`src/rtl/i3c_axi_sub_reg_bridge.sv`:
```
// Bridges single-beat component accesses onto a req/ack register-window bus.
// The upstream is held while a request is in flight; each request is bounded by a timeout.
module i3c_axi_sub_reg_bridge #(
    parameter int AW = 32,
    parameter int DW = 32,
    parameter int UW = 32,
    parameter int IW = 1,
    parameter logic [AW-1:0] BASE_ADDR = '0,
    parameter int WIN_SIZE = 4096,
    parameter int TIMEOUT = 256,
    localparam int BC = DW / 8,
    localparam int RAW = $clog2(WIN_SIZE) - $clog2(BC)
) (
    input  logic           clk,
    input  logic           rst_n,
    input  logic           dv,
    input  logic [AW-1:0]  addr,
    input  logic           write,
    input  logic [UW-1:0]  user,
    input  logic [IW-1:0]  id,
    input  logic [DW-1:0]  wdata,
    input  logic [BC-1:0]  wstrb,
    input  logic [2:0]     size,
    input  logic           last,
    output logic           hld,
    output logic [DW-1:0]  rdata,
    output logic           rd_err,
    output logic           wr_err,
    output logic           req,
    output logic           req_we,
    output logic [RAW-1:0] req_addr,
    output logic [DW-1:0]  req_wdata,
    output logic [BC-1:0]  req_wstrb,
    output logic [UW-1:0]  req_user,
    input  logic           ack,
    input  logic [DW-1:0]  ack_rdata,
    input  logic           ack_err,
    output logic           timeout_evt
);

    localparam int WB = $clog2(WIN_SIZE);
    localparam int OB = $clog2(BC);
    localparam int CW = (TIMEOUT > 0) ? $clog2(TIMEOUT + 1) : 1;
    localparam logic TO_EN = (TIMEOUT != 0);
    // Counter holds completed REQ cycles, so the last allowed cycle sees TIMEOUT-1.
    localparam logic [CW-1:0] TO_LAST = CW'((TIMEOUT > 0) ? TIMEOUT - 1 : 0);

    typedef enum logic [1:0] {
        IDLE = 2'd0,
        REQ  = 2'd1,
        RESP = 2'd2
    } state_t;

    state_t          state_q, state_d;
    logic            req_we_q, req_we_d;
    logic [RAW-1:0]  req_addr_q, req_addr_d;
    logic [DW-1:0]   req_wdata_q, req_wdata_d;
    logic [BC-1:0]   req_wstrb_q, req_wstrb_d;
    logic [UW-1:0]   req_user_q, req_user_d;
    logic [DW-1:0]   data_q, data_d;
    logic            err_q, err_d;
    logic [CW-1:0]   cnt_q, cnt_d;

    logic in_range;
    logic start;
    logic to_hit;
    logic unused_ok;

    assign in_range  = (addr[AW-1:WB] == BASE_ADDR[AW-1:WB]);
    assign start     = (state_q == IDLE) && dv && in_range;
    assign to_hit    = TO_EN && (cnt_q == TO_LAST);
    assign unused_ok = ^{id, size, last, addr[OB-1:0]};

    always_ff @(posedge clk or negedge rst_n) begin
        if (!rst_n) begin
            state_q <= IDLE;
        end else begin
            state_q <= state_d;
        end
    end

    always_comb begin
        state_d = state_q;
        unique case (state_q)
            IDLE:    if (start) state_d = REQ;
            REQ:     if (ack || to_hit) state_d = RESP;
            RESP:    state_d = IDLE;
            default: state_d = IDLE;
        endcase
    end

    always_comb begin
        hld         = 1'b0;
        req         = 1'b0;
        rdata       = '0;
        rd_err      = 1'b0;
        wr_err      = 1'b0;
        timeout_evt = 1'b0;
        unique case (state_q)
            IDLE: begin
                if (dv) begin
                    if (in_range) begin
                        hld = 1'b1;
                    end else begin
                        rd_err = !write;
                        wr_err = write;
                    end
                end
            end
            REQ: begin
                req         = 1'b1;
                hld         = 1'b1;
                timeout_evt = !ack && to_hit;
            end
            RESP: begin
                rdata  = data_q;
                rd_err = err_q & ~req_we_q;
                wr_err = err_q & req_we_q;
            end
            default: begin
                hld = 1'b0;
            end
        endcase
    end

    // Request fields are captured once at launch and never re-sampled.
    always_comb begin
        req_we_d    = req_we_q;
        req_addr_d  = req_addr_q;
        req_wdata_d = req_wdata_q;
        req_wstrb_d = req_wstrb_q;
        req_user_d  = req_user_q;
        data_d      = data_q;
        err_d       = err_q;
        cnt_d       = cnt_q;
        if (start) begin
            req_we_d    = write;
            req_addr_d  = addr[WB-1:OB];
            req_wdata_d = wdata;
            req_wstrb_d = wstrb;
            req_user_d  = user;
            cnt_d       = '0;
        end else if (state_q == REQ) begin
            if (cnt_q != {CW{1'b1}}) begin
                cnt_d = cnt_q + 1'b1;
            end
            if (ack) begin
                data_d = req_we_q ? '0 : ack_rdata;
                err_d  = ack_err;
            end else if (to_hit) begin
                data_d = '0;
                err_d  = 1'b1;
            end
        end
    end

    always_ff @(posedge clk or negedge rst_n) begin
        if (!rst_n) begin
            req_we_q    <= 1'b0;
            req_addr_q  <= '0;
            req_wdata_q <= '0;
            req_wstrb_q <= '0;
            req_user_q  <= '0;
            data_q      <= '0;
            err_q       <= 1'b0;
            cnt_q       <= '0;
        end else begin
            req_we_q    <= req_we_d;
            req_addr_q  <= req_addr_d;
            req_wdata_q <= req_wdata_d;
            req_wstrb_q <= req_wstrb_d;
            req_user_q  <= req_user_d;
            data_q      <= data_d;
            err_q       <= err_d;
            cnt_q       <= cnt_d;
        end
    end

    assign req_we    = req_we_q;
    assign req_addr  = req_addr_q;
    assign req_wdata = req_wdata_q;
    assign req_wstrb = req_wstrb_q;
    assign req_user  = req_user_q;

endmodule

```
`config.mk`:
```
export PLATFORM = sky130hd
export DESIGN_NAME = i3c_axi_sub_reg_bridge
export DESIGN_NICKNAME = d
export VERILOG_FILES = /design/src/rtl/i3c_axi_sub_reg_bridge.sv
export SDC_FILE = /design/constraint.sdc
export NUM_CORES = 1
export LEC_CHECK = 0
export BUFFER_PORTS_ARGS = -buffer_cell sky130_fd_sc_hd__buf_2
export CAP_MARGIN = 0
export CELL_PAD_IN_SITES_DETAIL_PLACEMENT = 1
export CELL_PAD_IN_SITES_GLOBAL_PLACEMENT = 1
export CORE_MARGIN = 2
export CORE_UTILIZATION = 37
export DETAILED_ROUTE_END_ITERATION = 12
export PLACE_DENSITY_LB_ADDON = 0.05
export SLEW_MARGIN = 20
export SYNTH_ARGS = -nofsm -noshare
export SYNTH_HDL_FRONTEND = slang
export SYNTH_SLANG_ARGS = --single-unit
```
`constraint.sdc`:
```
create_clock -name clk -period 4.2 [get_ports clk]
set_input_delay 1.26 -clock clk [delete_from_list [all_inputs] [get_ports clk]]
set_output_delay 1.26 -clock clk [all_outputs]
set_load 0.05 [all_outputs]
```
# Word-level counts from Yosys, hierarchy flattened
# Cells that the tools add are included.
[classes]
bitwise = 4
n_shift = 0
n_reduce_logical = 14
n_addsub = 1
n_eq_ne = 6
n_mux = 23
n_lt_le_gt_ge = 0
n_mul = 0
div = 0
[ops]
columns = ["op", "n"]
rows = [
  ["$mux W32", 4],
  ["$mux W9", 3],
  ["$logic_not A20 Y1", 1],
  ["$mux W1", 10],
  ["$add A9 B1 Y9 const B", 1],
  ["$eq A9 B8 Y1 const B", 1],
  ["$ne A9 B9 Y1 const B", 1],
  ["$pmux W1 S2", 3],
  ["$reduce_bool A2 Y1", 3],
  ["$mux W2", 2],
  ["$ne A2 B2 Y1 const B", 2],
  ["$pmux W2 S2", 1],
  ["$reduce_and A2 Y1", 2],
  ["$logic_and A1 B1 Y1", 3],
  ["$reduce_and A3 Y1", 1],
  ["$and A1 B1 Y1", 2],
  ["$eq A2 B1 Y1 const B", 1],
  ["$eq A2 B2 Y1 const B", 1],
  ["$logic_not A1 Y1", 2],
  ["$logic_not A2 Y1", 1],
  ["$not A1 Y1", 2],
  ["$logic_or A1 B1 Y1", 1],
]
[word_totals]
regBits = 123
romBits = 0
memories = 0
ram_bits = 0
elab_cells = 57
out_inout_bits = 116
latch_bits = 0

# Depth between registers and ports, before layout
[logic_depth]
depth_word = 5
ltp_mapped = 9
depth_no_buf = 8

# Worst setup path before layout
# OpenSTA, ideal clock, no wires.
[synth_timing]
path_kind = "in2out"
start = "in dv"
end = "out rd_err"
slack_ns = 0.044
arrival_ns = 2.896
required_time_ns = 2.940
cell_stages = 3
cell_sequence = "inv_1 > or3_1 > o32ai_1"
[synth_between]
elab_chain_cells = 2
[synth_lines]
columns = ["element", "line", "rtl"]
rows = [
  ["from (decl)", "16", "input logic dv,"],
  ["$mux W1", "101", "if (dv) begin"],
  ["$pmux W1 S2", "99", "unique case (state_q)"],
  ["to (decl)", "27", "output logic rd_err,"],
]
# No other way between the ends.

# Final worst setup path
[layout_timing]
start = "in addr[14]"
end = "out hld"
[layout_between]
elab_chain_cells = 4
[layout_lines]
columns = ["element", "line", "rtl"]
rows = [
  ["from (decl)", "17", "input logic [AW-1:0] addr,"],
  ["$logic_not A20 Y1", "69", "assign in_range = (addr[AW-1:WB] == BASE_ADDR[AW-1:WB]);"],
  ["$mux W1", "102", "if (in_range) begin"],
  ["$mux W1", "101", ""],
  ["$pmux W1 S2", "99", ""],
  ["to (decl)", "25", "output logic hld,"],
]
# No other way between the ends.

==> flow_summary.json <==
{
  "status": "completed",
  "placed_area_sq_um": 6530,
  "io_pins": 259,
  "cts_htree_levels": 4,
  "period_share": 0.930,
  "grt_usage": 0.192,
  "ys_seq_elements": 123,
  "grt_first_pass_wirelength_microns": 21700,
  "hold_violations": 0,
  "fmax_ghz": 0.256,
  "clock-sinks": 123,
  "yosys.area_share.adder": 0.00733,
  "antenna_found_initial": 1,
  "cts_resized": 0,
  "viasPerCell": 4.75,
  "postCtsSetupRepairBufs": 0,
  "syn_nets": 563,
  "fin_util": 0.533,
  "die_y_microns": 122,
  "grt_overflow": 0,
  "cp.required_ns": 2.94,
  "fp.coreArea_sq_um": 13400,
  "drc": 0,
  "crit_arrival_ns": 2.65,
  "first_pass_iters": 4,
  "tightest_slew_ns": 0.828,
  "cts_buffer_depth": 2,
  "critPathMaxFanout": 3,
  "layout_setup_ws_ns": 0.294,
  "rsz0062_at_grt": "false",
  "area_growth_syn_to_layout_pct": 39.6,
  "layout_commonest_cell": "buf_2",
  "die_area_sq_um": 14800,
  "wl_microns": 13900,
  "p_leak_nw": 4.12,
  "ys_seq_area_frac": 0.601,
  "drv_slew": 0,
  "place_ws_ns": 0.289,
  "avgSynthCellArea_sq_um": 12.3,
  "first_global_vias": 4224,
  "cts_buffers": 17,
  "peakVddDrop_mv": 0.192,
  "synthXorXnorAreaFrac": 0.0120,
  "portBuffers": 251,
  "synth_top_family_by_area": "multiplexers",
  "start_kind": "input pin",
  "fin_crit_ns": 3.91,
  "wire_per_inst_microns": 16.1,
  "yosysWarnings": 0,
  "syn_area_sq_um": 5120,
  "dp_hpwl_microns": 9940,
  "yosys.area_share.simple": 0.159,
  "cts_root_buffer": "clkbuf_16",
  "ant_nets": 0,
  "drive_gt1_frac": 0.546,
  "final_area_sq_um": 7140,
  "die_width_microns": 122,
  "finalSetupTns_ns": 0,
  "cts_tree": "built",
  "holdBufCountCts": 0,
  "max_cap_viol_count": 0,
  "setup_viol": 0,
  "final_cell_mix": "250 x buf_2, 123 x dfrtp_1, 79 x mux2_2",
  "clock_insertion_delay_worst_skew_ns": 0.41,
  "nets": 818,
  "gp_congestion": 0.751,
  "hold_class": "reg -> reg",
  "worstSetupEndpointType": "primary output",
  "start_util": 0.382,
  "finClkSkew_ns": 0.00542,
  "relSlewSlack": 0.448,
  "drt_iter0_markers": 133,
  "synth_compound_area_frac": 0.0122,
  "grt_max_degree": 90,
  "syn_inst": 417,
  "critPathKind": "in -> out",
  "num_vias": 4092,
  "pwr_density_cell_nw_per_um2": 388,
  "clkSlewWorstSetupHoldPaths_ns": 0.06,
  "muxShareOfSynthArea": 0.174,
  "row_count": 42,
  "synth_cell_types": 31
}
logic make-up (layout without fill, tap and decap cells):
kind of cell / count (synthesis) / after routing
buffers and inverters: 29 / 297
muxes: 79 / 79
DFF: 123 / 123
adders and majority gates: 3 / 3
AOI/OAI and AO/OA: 9 / 9
xor gates and xnor gates: 7 / 7
other: 0 / 1
and+or+nand+nor: 167 / 167
cell type report:
type                    count  area, sq um
diodes                      1         2.50
clock buffers              18          439
clock inverters            14          171
fillers                  1519         6260
inverters                   8         30.0
multi-input cells         265         1870
flip-flops and latches    123         3080
well taps                 176          220
repair buffers            257         1330
sequential cells by signal (all words and copies together) (netlist names):
signal     cells
data_q        32
req_we         1
state_q        2
err_q          1
req_user      32
cnt_q          9
req_wdata     32
req_addr      10
req_wstrb      4
power by group:
| part | internal (mW) | switching [mW] |
|---|---|---|
| sequential | 1.19 | 0.0000168 |
| clock | 0.950 | 0.535 |
| combinational | 0.0492 | 0.0523 |
| total | 2.18 | 0.587 |
final timing paths:
path	start	slack, ns	to	cells past startpoint
worst max-delay path	addr[14]	0.29	hld	6
worst min-delay path	data_q[10]	0.45	data_q[10]	2
worst max register to register	state_q[0]	2.16	req_wdata[22]	4
worst min register to register	data_q[10]	0.45	data_q[10]	2
max in group asynchronous	rst_n	2.43	req_addr[3]	2
min in group asynchronous	rst_n	0.96	req_wstrb[2]	1
metrics by stage:
stage / hold WS, ns / total power, mW / std cells
6_report: 0.455 / 2.77 / 862
4_1_cts: 0.462 / 2.81 / 861
2_1_floorplan: 0.430 / 1.22 / 417
3_5_place_dp: 0.449 / 1.31 / 829
3_3_place_gp: 0.441 / 1.31 / 829
5_1_grt: 0.483 / 2.88 / 862
metal layers:
| metal | share of wire | wire length [microns] | GRT usage | vias up |
|---|---|---|---|---|
| met3 | 0.085 | 1180 | 0.0660 | 17 |
| met2 | 0.50 | 6980 | 0.332 | 164 |
| met4 | 0.017 | 239 | 0.0711 | 0 |
| met1 | 0.40 | 5500 | 0.222 | 1984 |
| li1 | - | - | - | 1927 |
| met5 | 0 | 0 | 0 | - |
critical path: stages:
cell and delay (ns):
buf_2 0.10, nor4_1 0.28, nand3_1 0.24, or3_1 0.36
a21oi_1 0.14, buf_2 0.28
cells in the mapped netlist (all sizes together):
master,number,area [sq um]
nor2b,1,6.26
nor3,3,26.3
a211oi,1,7.51
a31o,1,8.76
nor4,7,43.8
nor2,11,41.3
nand2b,1,6.26
o32a,1,10.0
xor2,3,26.3
nand3,36,180
and2,32,200
nand2,69,259
clkbuf,10,37.5
ha,3,37.5
or3,2,12.5
nor3b,1,12.5
o32ai,1,8.76
inv,7,26.3
buf,11,109
dfrtp,123,3080
o31ai,1,7.51
mux2,79,890
o21ai,2,10.0
a21oi,2,10.0
and3,1,6.26
nand4,3,18.8
xnor2,4,35.0
clkinv,1,3.75
No activity file was read; power rests on OpenSTA's default activity.
